## config.mk

```make
export PLATFORM = sky130hd
export DESIGN_NAME = dac_sample_sched
export DESIGN_NICKNAME = d
export VERILOG_FILES = /design/src/rtl/dac_sample_sched.sv
export SDC_FILE = /design/constraint.sdc
export NUM_CORES = 1
export LEC_CHECK = 0
export ABC_AREA = 1
export BUFFER_PORTS_ARGS = -buffer_cell sky130_fd_sc_hd__buf_2
export CAP_MARGIN = 25
export CORE_ASPECT_RATIO = 2
export CORE_MARGIN = 3
export CORE_UTILIZATION = 45
export CTS_CLUSTER_SIZE = 30
export DETAILED_ROUTE_END_ITERATION = 10
export PLACE_DENSITY_LB_ADDON = 0.12
export SYNTH_ARGS = -nofsm -noshare
export SYNTH_HDL_FRONTEND = slang
export SYNTH_SLANG_ARGS = --single-unit
```

## constraint.sdc

```tcl
create_clock -name CLK -period 3.1 [get_ports CLK]
set_input_delay 0.31 -clock CLK [delete_from_list [all_inputs] [get_ports CLK]]
set_output_delay 0.31 -clock CLK [all_outputs]
set_load 0.02 [all_outputs]
```

## src/rtl/dac_sample_sched.sv

```systemverilog
// Paced sample scheduler feeding the 10-bit avsddac D bus from a small FIFO.
// Optional slew limiting of D is built when DAC_SLEW_EN is defined.
module dac_sample_sched #(
    parameter int DW       = 10,
    parameter int DEPTH    = 8,
    parameter int DIV_W    = 16,
    parameter int MIDSCALE = 512,
    parameter int MAX_STEP = 16
) (
    input  logic                     CLK,
    input  logic                     reset,
    input  logic                     en,
    input  logic [DIV_W-1:0]         div,
    input  logic [DW-1:0]            s_data,
    input  logic                     s_valid,
    output logic                     s_ready,
    output logic [DW-1:0]            D,
    output logic                     upd,
    output logic                     underflow,
    input  logic                     clr_uf,
    output logic [$clog2(DEPTH):0]   level
);

    localparam int AW = $clog2(DEPTH);
    localparam int LW = AW + 1;
    localparam logic [DW-1:0] MID = DW'(MIDSCALE);

    if (MAX_STEP < 1 || DEPTH < 2 || (DEPTH & (DEPTH - 1)) != 0) begin : g_param_chk
        $error("dac_sample_sched: bad DEPTH or MAX_STEP");
    end

    typedef enum logic {
        IDLE,
        RUN
    } state_e;

    state_e            state_q;
    logic [DIV_W-1:0]  cnt_q;
    logic [DW-1:0]     d_q, d_d;
    logic              upd_q;
    logic              uf_q;
    logic [LW-1:0]     lvl_q, lvl_d;
    logic [AW-1:0]     wr_ptr_q, rd_ptr_q;
    logic [DW-1:0]     mem_q [DEPTH];

    logic full, empty, tick, push, pop, uf_set;
    logic [DW-1:0] head;

    assign full    = (lvl_q == LW'(DEPTH));
    assign empty   = (lvl_q == '0);
    assign s_ready = !full;
    assign push    = s_valid && !full;
    assign tick    = (state_q == RUN) && en && (cnt_q == '0);
    assign head    = mem_q[rd_ptr_q];

`ifdef DAC_SLEW_EN
    localparam logic [DW-1:0] STEP = DW'(MAX_STEP);

    logic [DW-1:0] tgt_q, tgt_d;

    function automatic logic [DW-1:0] step_to(input logic [DW-1:0] cur,
                                              input logic [DW-1:0] tgt);
        logic [DW-1:0] res;
        res = tgt;
        if (tgt > cur) begin
            if (tgt - cur > STEP) res = cur + STEP;
        end else if (cur > tgt) begin
            if (cur - tgt > STEP) res = cur - STEP;
        end
        return res;
    endfunction

    // Only fetch a new target once D has settled on the previous one.
    assign pop    = tick && !empty && (d_q == tgt_q);
    assign uf_set = tick && empty && (d_q == tgt_q);
    assign tgt_d  = pop ? head : tgt_q;
    assign d_d    = step_to(d_q, tgt_d);
`else
    assign pop    = tick && !empty;
    assign uf_set = tick && empty;
    assign d_d    = pop ? head : d_q;
`endif

    always_comb begin
        lvl_d = lvl_q;
        unique case ({push, pop})
            2'b10:   lvl_d = lvl_q + LW'(1);
            2'b01:   lvl_d = lvl_q - LW'(1);
            default: lvl_d = lvl_q;
        endcase
    end

    always_ff @(posedge CLK) begin
        if (push) mem_q[wr_ptr_q] <= s_data;
    end

    always_ff @(posedge CLK or posedge reset) begin
        if (reset) begin
            state_q  <= IDLE;
            cnt_q    <= '0;
            d_q      <= MID;
            upd_q    <= 1'b0;
            uf_q     <= 1'b0;
            lvl_q    <= '0;
            wr_ptr_q <= '0;
            rd_ptr_q <= '0;
`ifdef DAC_SLEW_EN
            tgt_q    <= MID;
`endif
        end else begin
            upd_q <= 1'b0;
            lvl_q <= lvl_d;
            if (push) wr_ptr_q <= wr_ptr_q + AW'(1);
            if (pop)  rd_ptr_q <= rd_ptr_q + AW'(1);
            if (uf_set)      uf_q <= 1'b1;
            else if (clr_uf) uf_q <= 1'b0;

            unique case (state_q)
                IDLE: begin
                    if (en) begin
                        state_q <= RUN;
                        cnt_q   <= div;
                    end
                end
                RUN: begin
                    if (!en) begin
                        // Leaving RUN drops any pending tick and parks D.
                        state_q <= IDLE;
                        d_q     <= MID;
`ifdef DAC_SLEW_EN
                        tgt_q   <= MID;
`endif
                    end else if (tick) begin
                        cnt_q <= div;
                        upd_q <= 1'b1;
                        d_q   <= d_d;
`ifdef DAC_SLEW_EN
                        tgt_q <= tgt_d;
`endif
                    end else begin
                        cnt_q <= cnt_q - DIV_W'(1);
                    end
                end
                default: state_q <= IDLE;
            endcase
        end
    end

    assign D         = d_q;
    assign upd       = upd_q;
    assign underflow = uf_q;
    assign level     = lvl_q;

endmodule
```

Word level (Yosys, flattened, before mapping)
Memory sizes are Yosys's and may differ from the RTL's.
Index checks and enable logic that the tools add are counted.
{"block": "totals", "regBits": 39, "ram_bits": 80, "in_bits": 31, "out_inout_bits": 17, "elab_cells": 51, "n_memories": 1}
{"memory": "mem_q", "words": 8, "word_bits": 10, "read_ports": 1, "rd_clocked_by_memory_dff": 0, "write_ports": 1, "line_no": "44", "source": "logic [DW-1:0] mem_q [DEPTH];"}
{"block": "classes", "addsub": 5, "eq_ne": 7, "mux": 16, "bitwise": 1, "reduce_logical": 13}
{"operator": "16-bit two-way mux", "count": 3}
{"operator": "16-bit one-hot mux with 2 select lines", "count": 1}
{"operator": "10-bit two-way mux", "count": 3}
{"operator": "16-bit zero test", "count": 1}
{"operator": "16-bit by 1-bit subtractor with 16-bit output (second input constant)", "count": 1}
{"operator": "1-bit two-way mux", "count": 8}
{"operator": "4-bit one-hot mux with 2 select lines", "count": 1}
{"operator": "3-bit by 1-bit adder with 3-bit output (second input constant)", "count": 2}
{"operator": "1-bit logical AND", "count": 5}
{"operator": "4-bit by 1-bit adder with 4-bit output (second input constant)", "count": 1}
{"operator": "4-bit == test (second input constant)", "count": 1}
{"operator": "4-bit zero test", "count": 1}
{"operator": "2-bit by 1-bit != test with 1-bit output (second input constant)", "count": 2}
{"operator": "2-bit != test (second input constant)", "count": 2}
{"operator": "2-bit nonzero test", "count": 2}
{"operator": "4-bit by 1-bit subtractor with 4-bit output (second input constant)", "count": 1}
{"operator": "3-bit AND reduction", "count": 1}
{"operator": "2-bit by 1-bit == test with 1-bit output (second input constant)", "count": 1}
{"operator": "2-bit == test (second input constant)", "count": 1}
{"operator": "1-bit zero test", "count": 2}
{"operator": "2-bit AND reduction", "count": 1}
{"operator": "1-bit NOT", "count": 1}

Depth between registers and ports, before layout
{"block": "depth", "word_depth": 6, "mapped_depth": 17, "mapped_depth_nobuf": 17}

Worst setup path after synthesis
No wires, ideal clock.
{"block": "synth_timing", "kind": "register to register", "start": "register cnt_q[0]", "end": "register lvl_q[2], in the netlist level[2]", "setup_ns": 0.119, "arrival_time_ns": 2.113, "required_ns": 2.981, "slack_ns": 0.868, "path_stages_with_launch": 17, "path_buffers": 0, "period_less_slack_ns": 2.232, "path_cell_list": "dfrtp_1 -> inv_1 -> ha_1 -> inv_1 -> nor2_1 -> nand3_1 -> nor2_2 -> nand3_2 -> inv_1 -> ha_1 -> nor2_1 -> nor2_1 -> ha_1 -> a21oi_1 -> a21oi_1 -> o21ai_0 -> o21a_1"}
{"block": "synth_between", "elab_chain_cells": 5, "word_cells_on_any_way": 7, "classes_between": "eq/ne (2); mux (1); reduce/logical (4)"}
{"item": "start: declaration", "line_no": "38", "source": "logic [DIV_W-1:0] cnt_q;"}
{"item": "start signal: assignment", "line_no": "122", "source": "cnt_q <= div;"}
{"item": "start signal: assignment", "line_no": "134", "source": "cnt_q <= div;"}
{"item": "start signal: assignment", "line_no": "141", "source": "cnt_q <= cnt_q - DIV_W'(1);"}
{"item": "16-bit zero test *", "line_no": "53", "source": "assign tick = (state_q == RUN) && en && (cnt_q == '0);"}
{"item": "1-bit logical AND *", "line_no": "53"}
{"item": "1-bit logical AND *", "line_no": "79", "source": "assign pop = tick && !empty;"}
{"item": "net pop", "line_no": "46", "source": "logic full, empty, tick, push, pop, uf_set;"}
{"item": "2-bit by 1-bit == test with 1-bit output / 2-bit == test (equally long branches)", "line_no": "86", "source": "unique case ({push, pop})"}
{"item": "4-bit one-hot mux with 2 select lines / 2-bit nonzero test (equally long branches)"}
{"item": "end signal: assignment", "line_no": "112", "source": "lvl_q <= lvl_d;"}
{"item": "end: declaration", "line_no": "42", "source": "logic [LW-1:0] lvl_q, lvl_d;"}
Mark *: on every way through the listed nets, which the timed path passes. The rest lies on a longest branch.
A chain may end at the register's enable or synchronous reset.

Worst setup path in the final report
Ends and elaborated chain as after synthesis.

==> flow_summary_export.csv <==
group,metric,value,unit
status,outcome,"finished, final reports clean",
sta,fin_skew,0.01053,ns
floorplanning,core-area,12200,um2
global_route,overflow,0,
synth,yosys-top-cells-area,"edfxtp_1 (43%), dfrtp_1 (17%), nand2_1 (15%)",
finish,fin_util,54.61,%
synth,synth_nets,668,
clock_network,holdBufCountCts,0,
finish,drive_gt1_share,15.86,%
power,p_leak,3.060,nW
clock_network,cts_setup_buffers,0,
finish,areaGrowthSynthToFinish,17.84,%
sta,fmax,0.3779,GHz
clock_network,cts_resized,0,
sta,hold-worst-slack,0.0008760,ns
sta,worst_pin_slew,0.8593,ns
route,routed_via_density,5.033,
finish,instances_no_fill,847,
clock_network,cts.sinks,119,
sta,period_share,85.36,%
finish,antenna_cells,0,
global_route,grt_max_degree,42,
worst_setup_path,reg2reg_slack,0.45,ns
clock_network,htreeDepth,4,
clock_network,tritoncts,"yes",
placed_design,dp.cells,815,
synth,yosysWarnings,0,
route,finalWirelength,13380,um
placed_design,gp_congestion,0.8551,
sta,hold_viol,0,
floorplanning,rows,57,
sta,rsz0062_at_grt,"false",
worst_setup_path,r2r_start,"cnt_q[0]",
clock_network,cts_max_path_buffers,2,
clock_network,clk_transition_reported_paths,0.06,ns
worst_setup_path,r2r_cells,16,
synth,synth_cell_types,29,
route,drt_iter0_drc,211,
worst_setup_path,cpPeakStageDelay,0.39,ns
sta,slew_headroom,42.71,%
route,wl_per_cell,15.79,um
power,power,4.835,mW
worst_hold_path,hp-class,"input port to async pin",
finish,n_fill_cell,1111,
synth,synthArstFlopShare,32.77,%
global_route,grt_pass1_vias,4265,
worst_setup_path,cp.required,3.40,ns
synth,netlist_area,5652,um2
sta,finalSetupTns,0,ns
route,first_pass_iters,4,
sta,drv_slew,0,
clock_network,clkLatencyLatePin,0.41,ns
floorplanning,initial_utilization,46.34,%
synth,synth-edff-count,80,
power,peakVddDrop,0.4354,mV
synth,synth-seq-cells,119,
worst_setup_path,start_kind,"flop",
worst_setup_path,crit_family,"simple AND/OR/NAND/NOR gates",
worst_setup_path,crit_arrival,2.95,ns
finish,layout.nets,725,
global_route,grt_pass1_wl,21510,um
clock_network,numCtsBuffers,17,
route,drc,0,
worst_setup_path,slowest_stage,"dfrtp_1",
route,drtAntennaViolNets,0,
placed_design,dp_hpwl,9045,um
worst_setup_path,critPathKind,"flop to flop",
floorplanning,die-area,14020,um2
sta,setup_viol,0,
clock_network,cts_root_buffer,"clkbuf_16",
synth,synthTopCellsByCount,"nand2_1 (228), nor2_1 (82), edfxtp_1 (80)",
floorplanning,die_x,85.25,um
floorplanning,die_h,164.5,um
synth,synth_top_cell_by_area,"edfxtp_1",
worst_setup_path,worstPathMaxFanout,5,
run,max-cap-violations,0,
worst_setup_path,cp_cell_sequence,"inv_1 > ha_1 > inv_1 > nor2_1 > nand3_1 > nor2_2 > nand3_2 > inv_1 > ha_1 > nor2_1 > nor2_1 > ha_1 > a21oi_1 > a21oi_1 > o21ai_0 > o21a_1",
sta,period_minus_slack,2.646,ns
placed_design,portBuffers,47,
synth,synth_ff_type,"edfxtp_1",
worst_setup_path,r2r_end,"level[2]",
route,vias,4263,
global_route,antenna_found_initial,0,
power,power.density,726.0,nW/um2
synth,synth.most_common_cell,"nand2_1",
worst_setup_path,critPathCaptureType,"flop",
synth,syn_inst,630,
synth,syn_avg_cell_area,8.971,um2
floorplanning,io_pins,48,
synth,yosys.area.top_type_share,42.51,%
synth,seq_area_frac_synth,59.80,%
worst_setup_path,startpoint,"cnt_q[0]",
worst_setup_path,crit_buf_inv,3,
global_route,grt.total_usage,20.49,%
-- stage by stage --
stage | setup slack, ns | area (um2)
floorplan | 0.8685 | 5652
global placement | 0.7380 | 6052
detailed placement | 0.5121 | 6052
CTS | 0.5015 | 6660
global route | 0.1278 | 6660
finish | 0.4538 | 6660
-- sequential cells by signal, summed over array words and instances (netlist names) --
signal / count
level: 4
wr_ptr_q: 3
underflow: 1
rd_ptr_q: 3
state_q: 1
mem_q: 80
upd: 1
D: 10
cnt_q: 16
-- power breakdown --
part           switching [mW]  total (mW)  leakage [nW]  internal, mW
combinational           0.508       0.752          1.56         0.245
sequential              0.133        2.09          1.20          1.95
clock                   0.778        2.00         0.297          1.22
total                    1.42        4.84          3.06          3.42
-- worst register-to-register path: cells and delay by family, from the launching register on --
family          cells  cell delay, ns
compound gates      4            0.50
buf+inv             3            0.33
simple gates        6            0.70
fa+ha+maj           3            0.62
flops               1            0.39
-- logic make-up (layout without fill, tap and decap cells) --
| family | Yosys count | count (layout) | share of synthesized area, % |
|---|---|---|---|
| and+or+nand+nor | 392 | 392 | 28.82 |
| DFF | 119 | 119 | 59.80 |
| buffers and inverters | 71 | 141 | 5.380 |
| AOI/OAI and AO/OA | 30 | 30 | 2.745 |
| xor gates and xnor gates | 11 | 11 | 1.705 |
| adders and majority gates | 7 | 7 | 1.550 |
-- layout by cell type, fill, tap and decap left out --
cell / count
nand2_1: 228
nor2_1: 82
edfxtp_1: 80
nand3_1: 62
inv_1: 48
buf_2: 47
dfrtp_1: 38
o21ai_0: 24
clkbuf_16: 17
buf_4: 14
xor2_1: 9
ha_1: 7
nor2_2: 6
nand2_2: 5
inv_8: 4
inv_6: 4
clkinv_4: 4
a21oi_1: 3
nand4_1: 3
nor2_4: 2
xnor2_1: 2
bufinv_16: 2
dfstp_2: 1
nand3_2: 1
nand3_4: 1
nand2_4: 1
or2_2: 1
o21a_1: 1
o22ai_1: 1
a31oi_1: 1
clkinvlp_4: 1
-- area by class of cell --
class | count | area, um2 | share of cell area, %
Inverter | 48 | 180.2 | 2.705
Timing Repair Buffer | 61 | 340.3 | 5.110
Sequential cell | 119 | 3379 | 50.74
Clock inverter | 15 | 182.7 | 2.743
Multi-Input combinational cell | 440 | 1968 | 29.55
Clock buffer | 17 | 425.4 | 6.387
Tap cell | 147 | 183.9 | 2.762
-- worst max path at each step --
stage / endpoint / slack, ns / cells past startpoint
after floorplan: level[2] / 0.87 / 16
after global placement: level[2] / 0.74 / 16
after detailed placement: level[2] / 0.51 / 16
after CTS: level[2] / 0.50 / 16
after global routing: level[2] / 0.13 / 16
final: level[2] / 0.45 / 16
-- layer usage --
| metal | wire [um] | GRT usage [%] | vias to the layer above |
|---|---|---|---|
| li1 | - | - | 2149 |
| met1 | 4847 | 20.52 | 2017 |
| met2 | 7899 | 39.80 | 81 |
| met3 | 363 | 3.195 | 16 |
| met4 | 267 | 10.01 | 0 |
| met5 | 0 | 0 | - |
No activity file was read; power rests on OpenSTA's default activity.
